## config.mk

```make
export PLATFORM = sky130hd
export DESIGN_NAME = imm_decode_stage
export DESIGN_NICKNAME = d
export VERILOG_FILES = /design/src/rtl/imm_decode_stage.sv
export SDC_FILE = /design/constraint.sdc
export NUM_CORES = 1
export LEC_CHECK = 0
export CORE_ASPECT_RATIO = 0.8
export CORE_MARGIN = 3
export CORE_UTILIZATION = 47
export CTS_CLUSTER_DIAMETER = 30
export DETAILED_ROUTE_END_ITERATION = 8
export MAX_ROUTING_LAYER = met4
export PLACE_DENSITY_LB_ADDON = 0.25
export SYNTH_ARGS = -nofsm -noshare
export SYNTH_HDL_FRONTEND = slang
export SYNTH_SLANG_ARGS = --single-unit
export TNS_END_PERCENT = 10
```

## constraint.sdc

```tcl
create_clock -name clk_i -period 1.85 [get_ports clk_i]
set_clock_uncertainty 0.05 [all_clocks]
set_input_delay 0.37 -clock clk_i [delete_from_list [all_inputs] [get_ports clk_i]]
set_output_delay 0.37 -clock clk_i [all_outputs]
set_load 0.02 [all_outputs]
```

## src/rtl/imm_decode_stage.sv

```systemverilog
// rtl/imm_decode_stage.sv - registered RV immediate decode stage with 2-entry skid buffer
module imm_decode_stage #(
  parameter int XLEN = 32
) (
  input  logic            clk_i,
  input  logic            rst_i,
  input  logic            flush_i,
  input  logic            in_valid_i,
  output logic            in_ready_o,
  input  logic [31:0]     instr_i,
  output logic            out_valid_o,
  input  logic            out_ready_i,
  output logic [31:0]     instr_o,
  output logic [XLEN-1:0] imm_o,
  output logic [2:0]      fmt_o
);

  localparam int SHW = (XLEN == 64) ? 6 : 5;

  localparam logic [2:0] FMT_NONE  = 3'd0;
  localparam logic [2:0] FMT_I     = 3'd1;
  localparam logic [2:0] FMT_S     = 3'd2;
  localparam logic [2:0] FMT_B     = 3'd3;
  localparam logic [2:0] FMT_U     = 3'd4;
  localparam logic [2:0] FMT_J     = 3'd5;
  localparam logic [2:0] FMT_SHAMT = 3'd6;
  localparam logic [2:0] FMT_ZIMM  = 3'd7;

  typedef struct packed {
    logic [31:0]     instr;
    logic [XLEN-1:0] imm;
    logic [2:0]      fmt;
  } entry_t;

  logic [6:0]      opcode;
  logic [2:0]      funct3;
  logic [31:0]     raw;
  logic            sext;
  logic [2:0]      dec_fmt;
  logic [XLEN-1:0] dec_imm;
  entry_t          dec;

  assign opcode = instr_i[6:0];
  assign funct3 = instr_i[14:12];

  // raw holds the 32-bit immediate; sext decides whether bit 31 fills the upper XLEN bits
  always_comb begin
    raw     = '0;
    sext    = 1'b1;
    dec_fmt = FMT_NONE;
    case (opcode)
      7'b0000011, 7'b1100111: begin
        dec_fmt = FMT_I;
        raw     = {{20{instr_i[31]}}, instr_i[31:20]};
      end
      7'b0010011: begin
        if (funct3[1:0] == 2'b01) begin
          dec_fmt         = FMT_SHAMT;
          sext            = 1'b0;
          raw[SHW-1:0]    = instr_i[20 +: SHW];
        end else begin
          dec_fmt = FMT_I;
          raw     = {{20{instr_i[31]}}, instr_i[31:20]};
        end
      end
      7'b0100011: begin
        dec_fmt = FMT_S;
        raw     = {{20{instr_i[31]}}, instr_i[31:25], instr_i[11:7]};
      end
      7'b1100011: begin
        dec_fmt = FMT_B;
        raw     = {{19{instr_i[31]}}, instr_i[31], instr_i[7], instr_i[30:25], instr_i[11:8], 1'b0};
      end
      7'b0110111, 7'b0010111: begin
        dec_fmt = FMT_U;
        raw     = {instr_i[31:12], 12'b0};
      end
      7'b1101111: begin
        dec_fmt = FMT_J;
        raw     = {{11{instr_i[31]}}, instr_i[31], instr_i[19:12], instr_i[20], instr_i[30:21], 1'b0};
      end
      7'b1110011: begin
        if (funct3[2]) begin
          dec_fmt = FMT_ZIMM;
          sext    = 1'b0;
          raw     = {27'b0, instr_i[19:15]};
        end
      end
      default: begin
        dec_fmt = FMT_NONE;
      end
    endcase
  end

  always_comb begin
    dec_imm       = {XLEN{sext & raw[31]}};
    dec_imm[31:0] = raw;
  end

  assign dec = {instr_i, dec_imm, dec_fmt};

  entry_t main_q, skid_q, main_d, skid_d;
  logic   main_vld_q, skid_vld_q, main_vld_d, skid_vld_d;
  logic   ready_q;
  logic   accept, pop;

  assign accept = in_valid_i & ready_q;
  assign pop    = main_vld_q & out_ready_i;

  // skid is only ever occupied while main is; it refills main on the next pop
  always_comb begin
    main_d     = main_q;
    skid_d     = skid_q;
    main_vld_d = main_vld_q;
    skid_vld_d = skid_vld_q;
    if (flush_i) begin
      main_vld_d = 1'b0;
      skid_vld_d = 1'b0;
    end else if (pop) begin
      if (skid_vld_q) begin
        main_d     = skid_q;
        main_vld_d = 1'b1;
        skid_vld_d = accept;
        if (accept) skid_d = dec;
      end else begin
        main_vld_d = accept;
        if (accept) main_d = dec;
      end
    end else if (accept) begin
      if (main_vld_q) begin
        skid_d     = dec;
        skid_vld_d = 1'b1;
      end else begin
        main_d     = dec;
        main_vld_d = 1'b1;
      end
    end
  end

  always_ff @(posedge clk_i) begin
    if (rst_i) begin
      main_q     <= '0;
      skid_q     <= '0;
      main_vld_q <= 1'b0;
      skid_vld_q <= 1'b0;
      ready_q    <= 1'b1;
    end else begin
      main_q     <= main_d;
      skid_q     <= skid_d;
      main_vld_q <= main_vld_d;
      skid_vld_q <= skid_vld_d;
      ready_q    <= ~(main_vld_d & skid_vld_d);
    end
  end

  assign in_ready_o  = ready_q;
  assign out_valid_o = main_vld_q;
  assign instr_o     = main_q.instr;
  assign imm_o       = main_q.imm;
  assign fmt_o       = main_q.fmt;

endmodule

```

* Word-level counts from Yosys, hierarchy flattened
Index checks and enable logic that the tools add are counted.
Cells by class: equal/unequal tests 12, multiplexer cells 24, bitwise operators 5, reductions and logical operators 7
Operator list (count):
- 2-to-1 mux 67 bit | 9
- one-hot mux 32 bit (7 select lines) | 1
- equality test 7 bit (second input constant) | 4
- 2-to-1 mux 27 bit | 1
- one-hot mux 3 bit (7 select lines) | 1
- equality test 7 x 5 -> 1 bit (second input constant) | 2
- equality test 7 x 6 -> 1 bit (second input constant) | 2
- 2-to-1 mux 1 bit | 9
- AND reduction 4 bit | 2
- equality test 7 x 2 -> 1 bit (second input constant) | 1
- 2-to-1 mux 3 bit | 2
- nonzero test 2 bit | 3
- 2-to-1 mux 5 bit | 1
- OR reduction 2 bit | 2
- bitwise AND 1 bit | 3
- equality test 2 x 1 -> 1 bit (second input constant) | 1
- != test 2 x 1 -> 1 bit (second input constant) | 1
- != test 2 bit (second input constant) | 1
- NOT 1 bit | 2
Word-level totals: register bits after elaboration 137, input bits 37, output and inout bits 69, word-level logic and storage cells 57

* Logic depth before layout (Yosys ltp)
Gate-level depths: netlist of run 1.
word-level depth 6, mapped depth 8, mapped depth without buffers 5

* Worst setup path after synthesis of run 1
OpenSTA, ideal clock, no wires.
kind input-to-reg, start point in instr_i[3], end point reg main_q, in the netlist imm_o[21], setup time 0.086 ns, arrival time 1.792 ns, required time 1.714 ns, path slack -0.078 ns, cell stages on the path 8, buffers on the path 3, cells stage by stage buf_2 nand4bb_1 o2bb2a_4 o31a_1 buf_6 o21a_1 buf_6 a221oi_2
Between the ends: cells in the longest elaborated chain, start to end 6, elaborated cells between the ends (all ways) 17, classes of those cells eq/ne: 9; mux: 6; reduce/logical: 2
Ends and longest elaborated chain:
- from (decl) | line 10 | input logic [31:0] instr_i,
- equality test 7 x 6 -> 1 bit, or another cell as far along | line 51 | case (opcode)
- OR reduction 2 bit | line 51
- one-hot mux 32 bit (7 select lines) (*) | line 51
- 2-to-1 mux 67 bit, on equally long branches | line 130, 127
- 2-to-1 mux 67 bit, on equally long branches | line 129, 120
- 2-to-1 mux 67 bit (*) | line 119 | end else if (pop) begin
- to (signal assigned) | line 148 | main_q <= main_d;
- to (decl) | line 102 | entry_t main_q, skid_q, main_d, skid_d;
Mark *: on every way between the ends. The rest lies on a longest branch, timed or not. The select of a mux whose other input is x is not followed. A chain may end at the register's enable or synchronous reset.

* Final worst setup path of run 1
start point in out_ready_i, end point reg main_q, in the netlist imm_o[8]
Between the ends: cells in the longest elaborated chain, start to end 3, elaborated cells between the ends (all ways) 5, classes of those cells eq/ne: 1; mux: 1; bitwise: 1; reduce/logical: 2
Ends and longest elaborated chain:
- from (decl) | line 12 | input logic out_ready_i,
- bitwise AND 1 bit (*) | line 108 | assign pop = main_vld_q & out_ready_i;
- != test 2 x 1 -> 1 bit (no source line) / nonzero test 2 bit (equally long branches)
- AND reduction 4 bit (no source line)
Mark *: on every way between the ends. The rest lies on a longest branch, timed or not.

==> results of run 1 <==
[how the worst max path moves through the flow]
stage                           start                      end  slack [ns]  depth (start not counted)
2_1_floorplan  out_valid_o$_SDFF_PP0_   imm_o[10]$_SDFFE_PP0P_       -0.01                          6
3_3_place_gp               instr_i[2]   imm_o[20]$_SDFFE_PP0P_       -0.51                          7
3_5_place_dp               instr_i[2]  skid_q[10]$_SDFFE_PP0P_       -0.55                          7
4_1_cts         skid_vld_q$_SDFF_PP0_  skid_q[20]$_SDFFE_PP0P_      -0.009                          5
5_1_grt        out_valid_o$_SDFF_PP0_    imm_o[6]$_SDFFE_PP0P_       -0.07                          6
6_report                  out_ready_i    imm_o[8]$_SDFFE_PP0P_       -0.03                          7
[logic make-up (layout without fill, tap and decap cells)]
kind of cell | after synthesis | count (layout) | share of synthesized area, %
AOI/OAI and AO/OA | 193 | 194 | 24.67
adders and majority gates | 1 | 1 | 0.1701
buffers and inverters | 71 | 234 | 5.273
DFF | 137 | 137 | 46.61
and+or+nand+nor | 314 | 314 | 23.28
[sequential cells by signal, summed over array words and instances (netlist names)]
name / count
out_valid_o: 1
instr_o: 32
in_ready_o: 1
skid_q: 67
imm_o: 32
fmt_o: 3
skid_vld_q: 1
[metrics by stage]
step	utilization, %	cell area, um^2	worst slack [ns]	hold slack (ns)	cells
global placement	64.85	7696	-0.5078	0.3902	1004
finish	72.59	8615	-0.02723	0.2839	1046
CTS	71.43	8477	-0.008637	0.2649	1043
floorplan	-	5933	-0.01292	0.3866	716
detailed placement	64.85	7696	-0.5495	0.3980	1004
global route	72.59	8615	-0.07481	0.2895	1046
[power groups by stage]
stage,Sequential (mW),Clock (mW),Combinational (mW)
finish,3.12,3.70,1.03
CTS,3.12,3.72,0.988
global route,3.13,3.85,1.09
detailed placement,3.18,0,0.953
global placement,3.18,0,0.936
floorplan,3.28,0,0.348
[layout make-up]
class                      count  share of cell area [%]
clock inverter                15                   2.469
timing repair buffer         198                   23.02
inverter                       4                  0.1743
clock buffer                  17                   4.938
multi-input combinational    509                   35.11
tap                          166                   2.411
sequential                   137                   31.88
[cells in the final DEF (no fill, tap or decap), types with 14 or more instances in the layout]
cell type and n:
a311oi_1 40, a211oi_1 21, nor2_1 76, clkdlybuf4s50_1 82, dlygate4sd2_1 14, a21oi_1 41
nand2_1 183, buf_4 72, o21ai_0 28, dfxtp_1 136, clkbuf_16 18
[repair_timing]
action                     CTS  global route
pin swaps                    8            15
gates resized for setup     37            33
buffers inserted             4             2
setup endpoints to repair   73            99
cloned                       3             1
[layer usage]
layer  vias to the layer above  track usage (%)
li1                       2851                -
met1                      2986            36.14
met2                       313            45.01
met3                        42            6.386
met4                         0            9.070
met5                         -                -
[critical path: stages]
cell and delay [ns]:
clkdlybuf4s50_1 0.52, nor2b_2 0.09, a211oi_4 0.33, buf_6 0.17, nor2_1 0.05, or4b_1 0.49, o32ai_2 0.12
==> key figures, run 1 <==
Run status
  • Outcome: finished with violations
  • Failing checks: setup timing

Yosys
  • Most common cell in the netlist: nand2_1
  • Seq/Total Area, Yosys: approximately 47%
  • Synth Instances: 716
  • Area leader, netlist: dfxtp_1
  • Post-synth EDFFs: 0
  • Synthesized area: 0.005884 mm^2
  • Synth area leaders: dfxtp_1, nand2_1, a311oi_1, nor2_1, a21oi_1
  • Ys async rst share: 0%
  • Synth warn: 0
  • Top cell type's share of synthesized area: 46.61%
  • Most frequent cells after synthesis: nand2_1, dfxtp_1, nor2_1, clkbuf_1, a21oi_1
  • Top_reg_cell synth: dfxtp_1
  • Synth cell types: between 50 and 60
  • Synthesized net count: 753
  • Avg Inst Size Synth: a little over 8 um^2
  • FF+latch count, synth: roughly 140

Worst hold path
  • Hold crit path type: input pin to register
  • Hold path startpoint: rst_i
  • Hold path depth: 3
  • Hold Path Sink: imm_o[10]$_SDFFE_PP0P_

Route
  • Wire per inst: between 15 and 20 um
  • Met1 WL: around 8500 um
  • DR WL met2: 9172 um
  • Top Metal Used: met4
  • DR pass1 iterations: 5
  • Metal3 WL: 1480 um
  • WL final: 19560 um
  • First DRT Iteration DRCs: 566
  • DR vias/cell: 5.920
  • Final ANT Viol Nets: 0
  • Detailed-route via count: 6192
  • DRC: 0

Global route
  • GRT Overall Usage: 28.27%
  • First-pass GRT wire length: 31240 um
  • Initial antenna violation count: 0
  • Overflow left after global routing: 0
  • Number of global-route vias before repair: roughly 6100
  • Largest net degree at the start of global routing: 77

Layout
  • Syn-to-layout area delta: 46.40%
  • # diodes: 0
  • Area of the multi-input gates: 0.003024 mm^2
  • Register area: 0.002746 mm^2
  • Nets: 904
  • Share of cells above drive strength 1: 20.11%
  • Fillcell total: 892

Floorplanning
  • Chip width: 131.1 um
  • Row count: 35
  • Core Footprint: ~0.012 mm^2
  • Die area: around 0.014 mm^2
  • Starting density of the core: 49.58%
  • I/O pin cnt: 106
  • Die height: 106.1 um

Setup path
  • Reg2Reg Launch Point: out_valid_o$_SDFF_PP0_
  • Worst R2R Setup Slack: -0.03 ns
  • Worst setup SP type: input pin
  • Setup CP Type: input pin to register
  • Critical Path RT: 2.12 ns
  • Arrival @ worst endpoint: 2.15 ns
  • Reg2reg end: imm_o[8]$_SDFFE_PP0P_
  • Worst Setup End Kind: register
  • Worst-path fanout max: 5
  • Reg2Reg Depth: 6

Timing
  • Sum Neg Setup Slack: -0.05829 ns
  • Tmin final: 1.877 ns
  • Hold Fails Final Rpt: 0
  • Final worst setup slack: -0.02723 ns
  • Final Cycle Share: 101.5%
  • Slew Viols, Final: 0
  • Worst slew pin tran: 0.4783 ns
  • Peak Freq: 0.5327 GHz
  • RSZ-0062 raised after global routing: yes
  • Setup violations, final: 5
  • Slew headroom: roughly 68%

Power
  • Peak VDD IR: 779.3 uV
  • Psw: 2.020 mW
  • Sw Ratio: 25.74%
  • Reg power frac: 39.8%
  • Power Total: ~7.8 mW
  • Internal power: 5.828 mW
  • Lkg Pwr: ~3.2 nW
  • Comb pwr share: 13.1%
  • Clock power share: 47.1%
  • Power per cell area: 911.0 mW/mm^2

Clock network
  • Clock sink total: 137
  • Clock Latency Late Sink: about 0.41 ns
  • TritonCTS Buffers: 17
  • Max Buffers Root-to-Sink: 2
  • CTS hold repair buffers: 0
  • CTS root buf: clkbuf_16
  • H-tree Lvls: 4
  • CTS tree: yes
  • Worst-path clk slew: ~0.06 ns

Job
  • Max Cap Violations: 0

Placed design
  • IO buf count: around 110
  • RePlAce Congestion: 0.9116
  • DP Wirelength: 12650 um
Note: power is estimated with default switching activity, not from simulation.
==> run 2: changes to the inputs <==
--- a/config.mk
+++ b/config.mk
@@ -6,7 +6,7 @@
 export NUM_CORES = 1
 export LEC_CHECK = 0
 export CORE_ASPECT_RATIO = 0.8
-export CORE_MARGIN = 3
+export CORE_MARGIN = 10
 export CORE_UTILIZATION = 47
 export CTS_CLUSTER_DIAMETER = 30
 export DETAILED_ROUTE_END_ITERATION = 8
==> run 2 against run 1 <==
- the run now ends clean
- global-route usage is 6.0 points lower
- routed wire length down 0.52%
- clock power is 14% lower
- count of clock-buffer cells in the layout rose by 8
- critical endpoint is now instr_o[12]
- largest cell class unchanged
==> key figures, run 2 (synthesis results as in run 1) <==
Route
  • DRC: 0
  • Final ANT Viol Nets: 0
  • Wire per inst: 18.55 um
  • DR vias/cell: 5.776
  • DR pass1 iterations: 5
  • WL final: 19460 um
  • Detailed-route via count: roughly 6100
  • First DRT Iteration DRCs: 554

Layout
  • Nets: between 900 and 1000
  • Fillcell total: roughly 940
  • Area of the multi-input gates: 0.002957 mm^2
  • Share of cells above drive strength 1: 18.56%
  • Most common cell after layout, fill and taps aside: nand2_1
  • Fin util: a little under 70%
  • Syn-to-layout area delta: 43.23%
  • Biggest register: skid_q
  • Max reg flops: 67
  • Commonest cells after routing, fill and taps aside: nand2_1, dfxtp_1, nor2_1
  • # diodes: 0
  • Register area: around 0.0027 mm^2

Timing
  • Peak Freq: around 0.55 GHz
  • Worst slew pin tran: 0.3784 ns
  • Tmin final: approximately 1.8 ns
  • Slew Viols, Final: 0
  • Hold Fails Final Rpt: 0
  • Setup violations, final: 0
  • Final Cycle Share: 98.72%
  • Slew headroom: 74.73%
  • RSZ-0062 raised after global routing: yes
  • Final worst setup slack: 0.02377 ns

Global route
  • Largest net degree at the start of global routing: 67
  • First-pass GRT wire length: 30820 um
  • Initial antenna violation count: 0
  • GRT Overall Usage: 22.27%
  • Number of global-route vias before repair: 5890
  • Overflow left after global routing: 0

Floorplanning
  • I/O pin cnt: about 110
  • Row count: 36
  • Starting density of the core: 48.21%
  • Core Footprint: between 0.01 and 0.015 mm^2
  • Die height: approximately 120 um
  • Chip width: 145.1 um
  • Die area: approximately 0.017 mm^2

Clock network
  • Worst-path clk slew: 0.06 ns
  • CTS root buf: clkbuf_16
  • Max Buffers Root-to-Sink: 2
  • Clock Latency Late Sink: approximately 0.42 ns
  • CTS tree: yes
  • H-tree Lvls: 4
  • Clock sink total: 137
  • TritonCTS Buffers: 17

Setup path
  • Worst Setup End Kind: output port
  • Arrival @ worst endpoint: approximately 1.4 ns
  • Buffers plus inverters on the worst setup path: 1
  • CP delay by family, top: buffers and inverters
  • Max stage delay on crit path: between 0.6 and 0.7 ns
  • Worst setup SP type: register
  • Reg2reg end: imm_o[6]$_SDFFE_PP0P_
  • Worst-path fanout max: 2
  • Ordered list of cells on the worst path: clkdlybuf4s50_1
  • Reg2Reg Depth: 6
  • Setup CP Type: register to output port
  • Critical Path RT: ~1.4 ns
  • Worst R2R Setup Slack: 0.05 ns
  • CP max stage cell: clkdlybuf4s50_1
  • Reg2Reg Launch Point: out_valid_o$_SDFF_PP0_

Power
  • Peak VDD IR: approximately 650 uV
  • Power per cell area: 863.9 mW/mm^2
  • Lkg Pwr: 3.290 nW

Placed design
  • DP Wirelength: about 13000 um
  • Pre-CTS WS: -0.5600 ns
  • RePlAce Congestion: 0.9247
  • IO buf count: 105

Worst hold path
  • Hold path depth: 2
  • Hold path startpoint: rst_i
  • Hold Path Sink: instr_o[26]$_SDFFE_PP0P_
  • Hold crit path type: input pin to register

Run status
  • Outcome: finished, final reports clean

Job
  • Max Cap Violations: 0
==> run 2: repair_timing <==
| action | 4_1_cts | 5_1_grt |
|---|---|---|
| endpoints found under the setup margin | 68 | 68 |
| gates cloned | 3 | 1 |
| gates resized for setup | 33 | 27 |
| hold buffers | 0 | 0 |
| pin swaps | 5 | 6 |
| endpoints found under the hold margin | 0 | 0 |
| setup buffers | 2 | 2 |
==> run 2: final cells by class <==
class / count / share of cell area, %
inverter: 4 / 0.1781
clock inverter: 3 / 0.4751
timing repair buffer: 200 / 23.13
clock buffer: 25 / 5.998
tap: 171 / 2.539
multi-input combinational: 509 / 35.08
sequential: 137 / 32.60
==> run 2: worst max-delay path by stage <==
stage	from	to	depth (start not counted)
6_report	instr_o[12]$_SDFFE_PP0P_	instr_o[12]	1
5_1_grt	out_valid_o$_SDFF_PP0_	instr_o[13]$_SDFFE_PP0P_	7
4_1_cts	in_valid_i	imm_o[5]$_SDFFE_PP0P_	6
3_5_place_dp	instr_i[2]	skid_q[12]$_SDFFE_PP0P_	7
3_3_place_gp	instr_i[2]	imm_o[20]$_SDFFE_PP0P_	7
2_1_floorplan	out_valid_o$_SDFF_PP0_	imm_o[10]$_SDFFE_PP0P_	6
==> run 2: where the power goes <==
part / internal (mW) / switching [mW] / leakage, nW
clock: 1.99 / 1.18 / 0.271
sequential: 3.06 / 0.0657 / 1.12
combinational: 0.458 / 0.524 / 1.90
==> run 2: per-layer routing <==
metal / part of all wire, % / global-route usage [%] / vias up
met5: 0 / - / -
met4: 1.9 / 7.692 / 0
met3: 5.9 / 5.257 / 34
met2: 46 / 34.05 / 257
met1: 46 / 28.44 / 2909
li1: - / - / 2859
==> run 2: metrics by stage <==
step           setup TNS, ns  total power [mW]  area, um^2  instances  hold WS [ns]
6_report                   0             7.281        8428       1049        0.2713
2_1_floorplan        -0.2476             3.632        5933        716        0.3866
3_3_place_gp          -50.00             4.112        7670       1013        0.3922
3_5_place_dp          -55.08             4.132        7670       1013        0.3968
5_1_grt             -0.01301             7.511        8428       1049        0.2676
4_1_cts              -0.1605             7.292        8315       1046        0.2465
==> run 3: changes to the inputs <==
--- a/config.mk
+++ b/config.mk
@@ -6,12 +6,13 @@
 export NUM_CORES = 1
 export LEC_CHECK = 0
 export CORE_ASPECT_RATIO = 0.8
-export CORE_MARGIN = 10
-export CORE_UTILIZATION = 47
+export CORE_MARGIN = 2
+export CORE_UTILIZATION = 45
 export CTS_CLUSTER_DIAMETER = 30
 export DETAILED_ROUTE_END_ITERATION = 8
 export MAX_ROUTING_LAYER = met4
 export PLACE_DENSITY_LB_ADDON = 0.25
+export RECOVER_POWER = 25
 export SYNTH_ARGS = -nofsm -noshare
 export SYNTH_HDL_FRONTEND = slang
 export SYNTH_SLANG_ARGS = --single-unit
==> run 3 against run 2 <==
- setup slack better by 0.011 ns
- clock power is 21% higher
- non-clock buffer count increased by 1
- cell area up 2.9%
- routed wire length is 2.7% lower
- register-to-register slack hardly changed
- total power grew 9.1%
- sequential share of layout area shrank 0.89 points
- hold slack got worse by 0.026 ns
- final cell count is 0.86% higher
- core utilization fell by 1.4 points
==> key figures, run 3 (synthesis results as in run 1) <==
Run status
  • Outcome: finished, final reports clean

Clock network
  • Clock sink total: 137
  • H-tree Lvls: 4
  • CTS root buf: clkbuf_16
  • CTS hold repair buffers: 0
  • TritonCTS Buffers: 17
  • Clock Latency Late Sink: 0.41 ns
  • Max Buffers Root-to-Sink: 2
  • CTS tree: yes
  • Worst-path clk slew: 0.06 ns

Route
  • Detailed-route via count: 6056
  • DRC: 0
  • First DRT Iteration DRCs: roughly 500
  • Wire per inst: about 18 um
  • DR pass1 iterations: 5
  • DR vias/cell: 5.724
  • Final ANT Viol Nets: 0
  • WL final: 18930 um
  • Met1 WL: 8564 um
  • Top Metal Used: met4
  • Metal3 WL: 1164 um
  • DR WL met2: 8897 um

Placed design
  • Post-placement cell area: 0.007720 mm^2
  • IO buf count: around 110
  • DP Wirelength: 12710 um
  • Pre-CTS WS: -0.6360 ns
  • Dpl cells: 1018
  • RePlAce Congestion: 0.9717

Global route
  • First-pass GRT wire length: between 30000 and 40000 um
  • GRT Overall Usage: 27.97%
  • Number of global-route vias before repair: roughly 5900
  • Overflow left after global routing: 0
  • Initial antenna violation count: 0
  • Largest net degree at the start of global routing: 66

Timing
  • Setup violations, final: 0
  • Slew headroom: 68.39%
  • Worst slew pin tran: 0.4741 ns
  • Slew Viols, Final: 0
  • Final worst setup slack: 0.03510 ns
  • Peak Freq: between 0.5 and 0.6 GHz
  • Tmin final: around 1.8 ns
  • Final Cycle Share: 98.10%
  • RSZ-0062 raised after global routing: no
  • Hold Fails Final Rpt: 0

Layout
  • Nets: about 910
  • Register area: 0.002749 mm^2
  • Commonest cells after routing, fill and taps aside: nand2_1, dfxtp_1, clkdlybuf4s50_1
  • Biggest register: skid_q
  • # diodes: 0
  • Fillcell total: approximately 1100
  • Post-Layout Cell Count: ~1100
  • Max reg flops: 67
  • Design Area, Final: ~0.0087 mm^2
  • Area of the multi-input gates: 0.003073 mm^2
  • Syn-to-layout area delta: 47.33%
  • Most common cell after layout, fill and taps aside: nand2_1
  • Share of cells above drive strength 1: about a fifth

Setup path
  • Max stage delay on crit path: 0.62 ns
  • Buffers plus inverters on the worst setup path: 1
  • CP Depth: 1
  • Reg2Reg Depth: 6
  • Setup CP Type: register to output port
  • Arrival @ worst endpoint: 1.39 ns
  • Ordered list of cells on the worst path: clkdlybuf4s50_1
  • Worst Setup End Kind: output port
  • Worst-path fanout max: 2
  • Worst setup SP type: register
  • CP delay by family, top: buffers and inverters
  • Critical Path RT: 1.43 ns
  • CP max stage cell: clkdlybuf4s50_1

Floorplanning
  • Core Footprint: roughly 0.013 mm^2
  • Die area: around 0.014 mm^2
  • Row count: 37
  • Die height: 106.3 um
  • Starting density of the core: 45.89%
  • I/O pin cnt: 106
  • Chip width: 131.9 um

Worst hold path
  • Hold path depth: 3
  • Hold crit path type: input pin to register

Power
  • Power Total: 7.941 mW
  • Peak VDD IR: 878.4 uV
  • Lkg Pwr: 3.197 nW
  • Power per cell area: 916.0 mW/mm^2

Job
  • Max Cap Violations: 0
[run 3: cell count changes in the layout (fill, tap and decap cells not counted), moves of 2 or more]
cell             before  now
inv_6                 0    2
a211oi_2              1    6
buf_12                8   12
a211oi_1             22   16
clkbuf_1              3    6
clkdlybuf4s50_1      73   83
a221oi_2             12   18
dlygate4sd2_1        15    6
a221oi_1              9    3
dlymetal6s2s_1       15    8
bufinv_16             1    5
[run 3: path summary, 6_finish.rpt]
kind,start,end,slack (ns)
min,instr_i[3],skid_q[38]$_SDFFE_PP0P_,0.25
max reg2reg,out_valid_o$_SDFF_PP0_,fmt_o[2]$_SDFFE_PP0P_,0.06
max,fmt_o[1]$_SDFFE_PP0P_,fmt_o[1],0.04
min reg2reg,imm_o[11]$_SDFFE_PP0P_,imm_o[11]$_SDFFE_PP0P_,0.41
[run 3: cell type report]
| type | instances | area share [%] |
|---|---|---|
| multi-input cells | 509 | 35.45 |
| flip-flops and latches | 137 | 31.71 |
| repair buffers | 201 | 22.41 |
| clock buffers | 22 | 5.585 |
| well taps | 175 | 2.526 |
| clock inverters | 10 | 2.150 |
| inverters | 4 | 0.1732 |
[run 3: per-layer routing]
layer | vias to the layer above | global-route usage, %
li1 | 2861 | -
met1 | 2937 | 36.33
met2 | 229 | 43.94
met3 | 29 | 6.533
met4 | 0 | 7.997
met5 | - | -
[run 3: repair_timing]
action | 4_1_cts | 5_1_grt
buffers inserted | 4 | 2
gates cloned | 1 | 1
pin swaps | 7 | 9
setup endpoints to repair | 68 | 91
resized for setup | 34 | 39
[run 3: per-stage QoR]
stage,util (%),TNS (ns),hold slack (ns)
finish,67.61,0,0.2455
global route,67.61,0,0.2446
CTS,66.65,-0.6689,0.2278
detailed placement,60.20,-59.38,0.3941
global placement,60.20,-54.19,0.3907
floorplan,-,-0.2476,0.3866
[run 3: report_power, final]
group | switching [mW] | internal, mW
logic | 0.532 | 0.457
clock network | 1.28 | 2.55
registers | 0.0648 | 3.06
total | 1.88 | 6.06
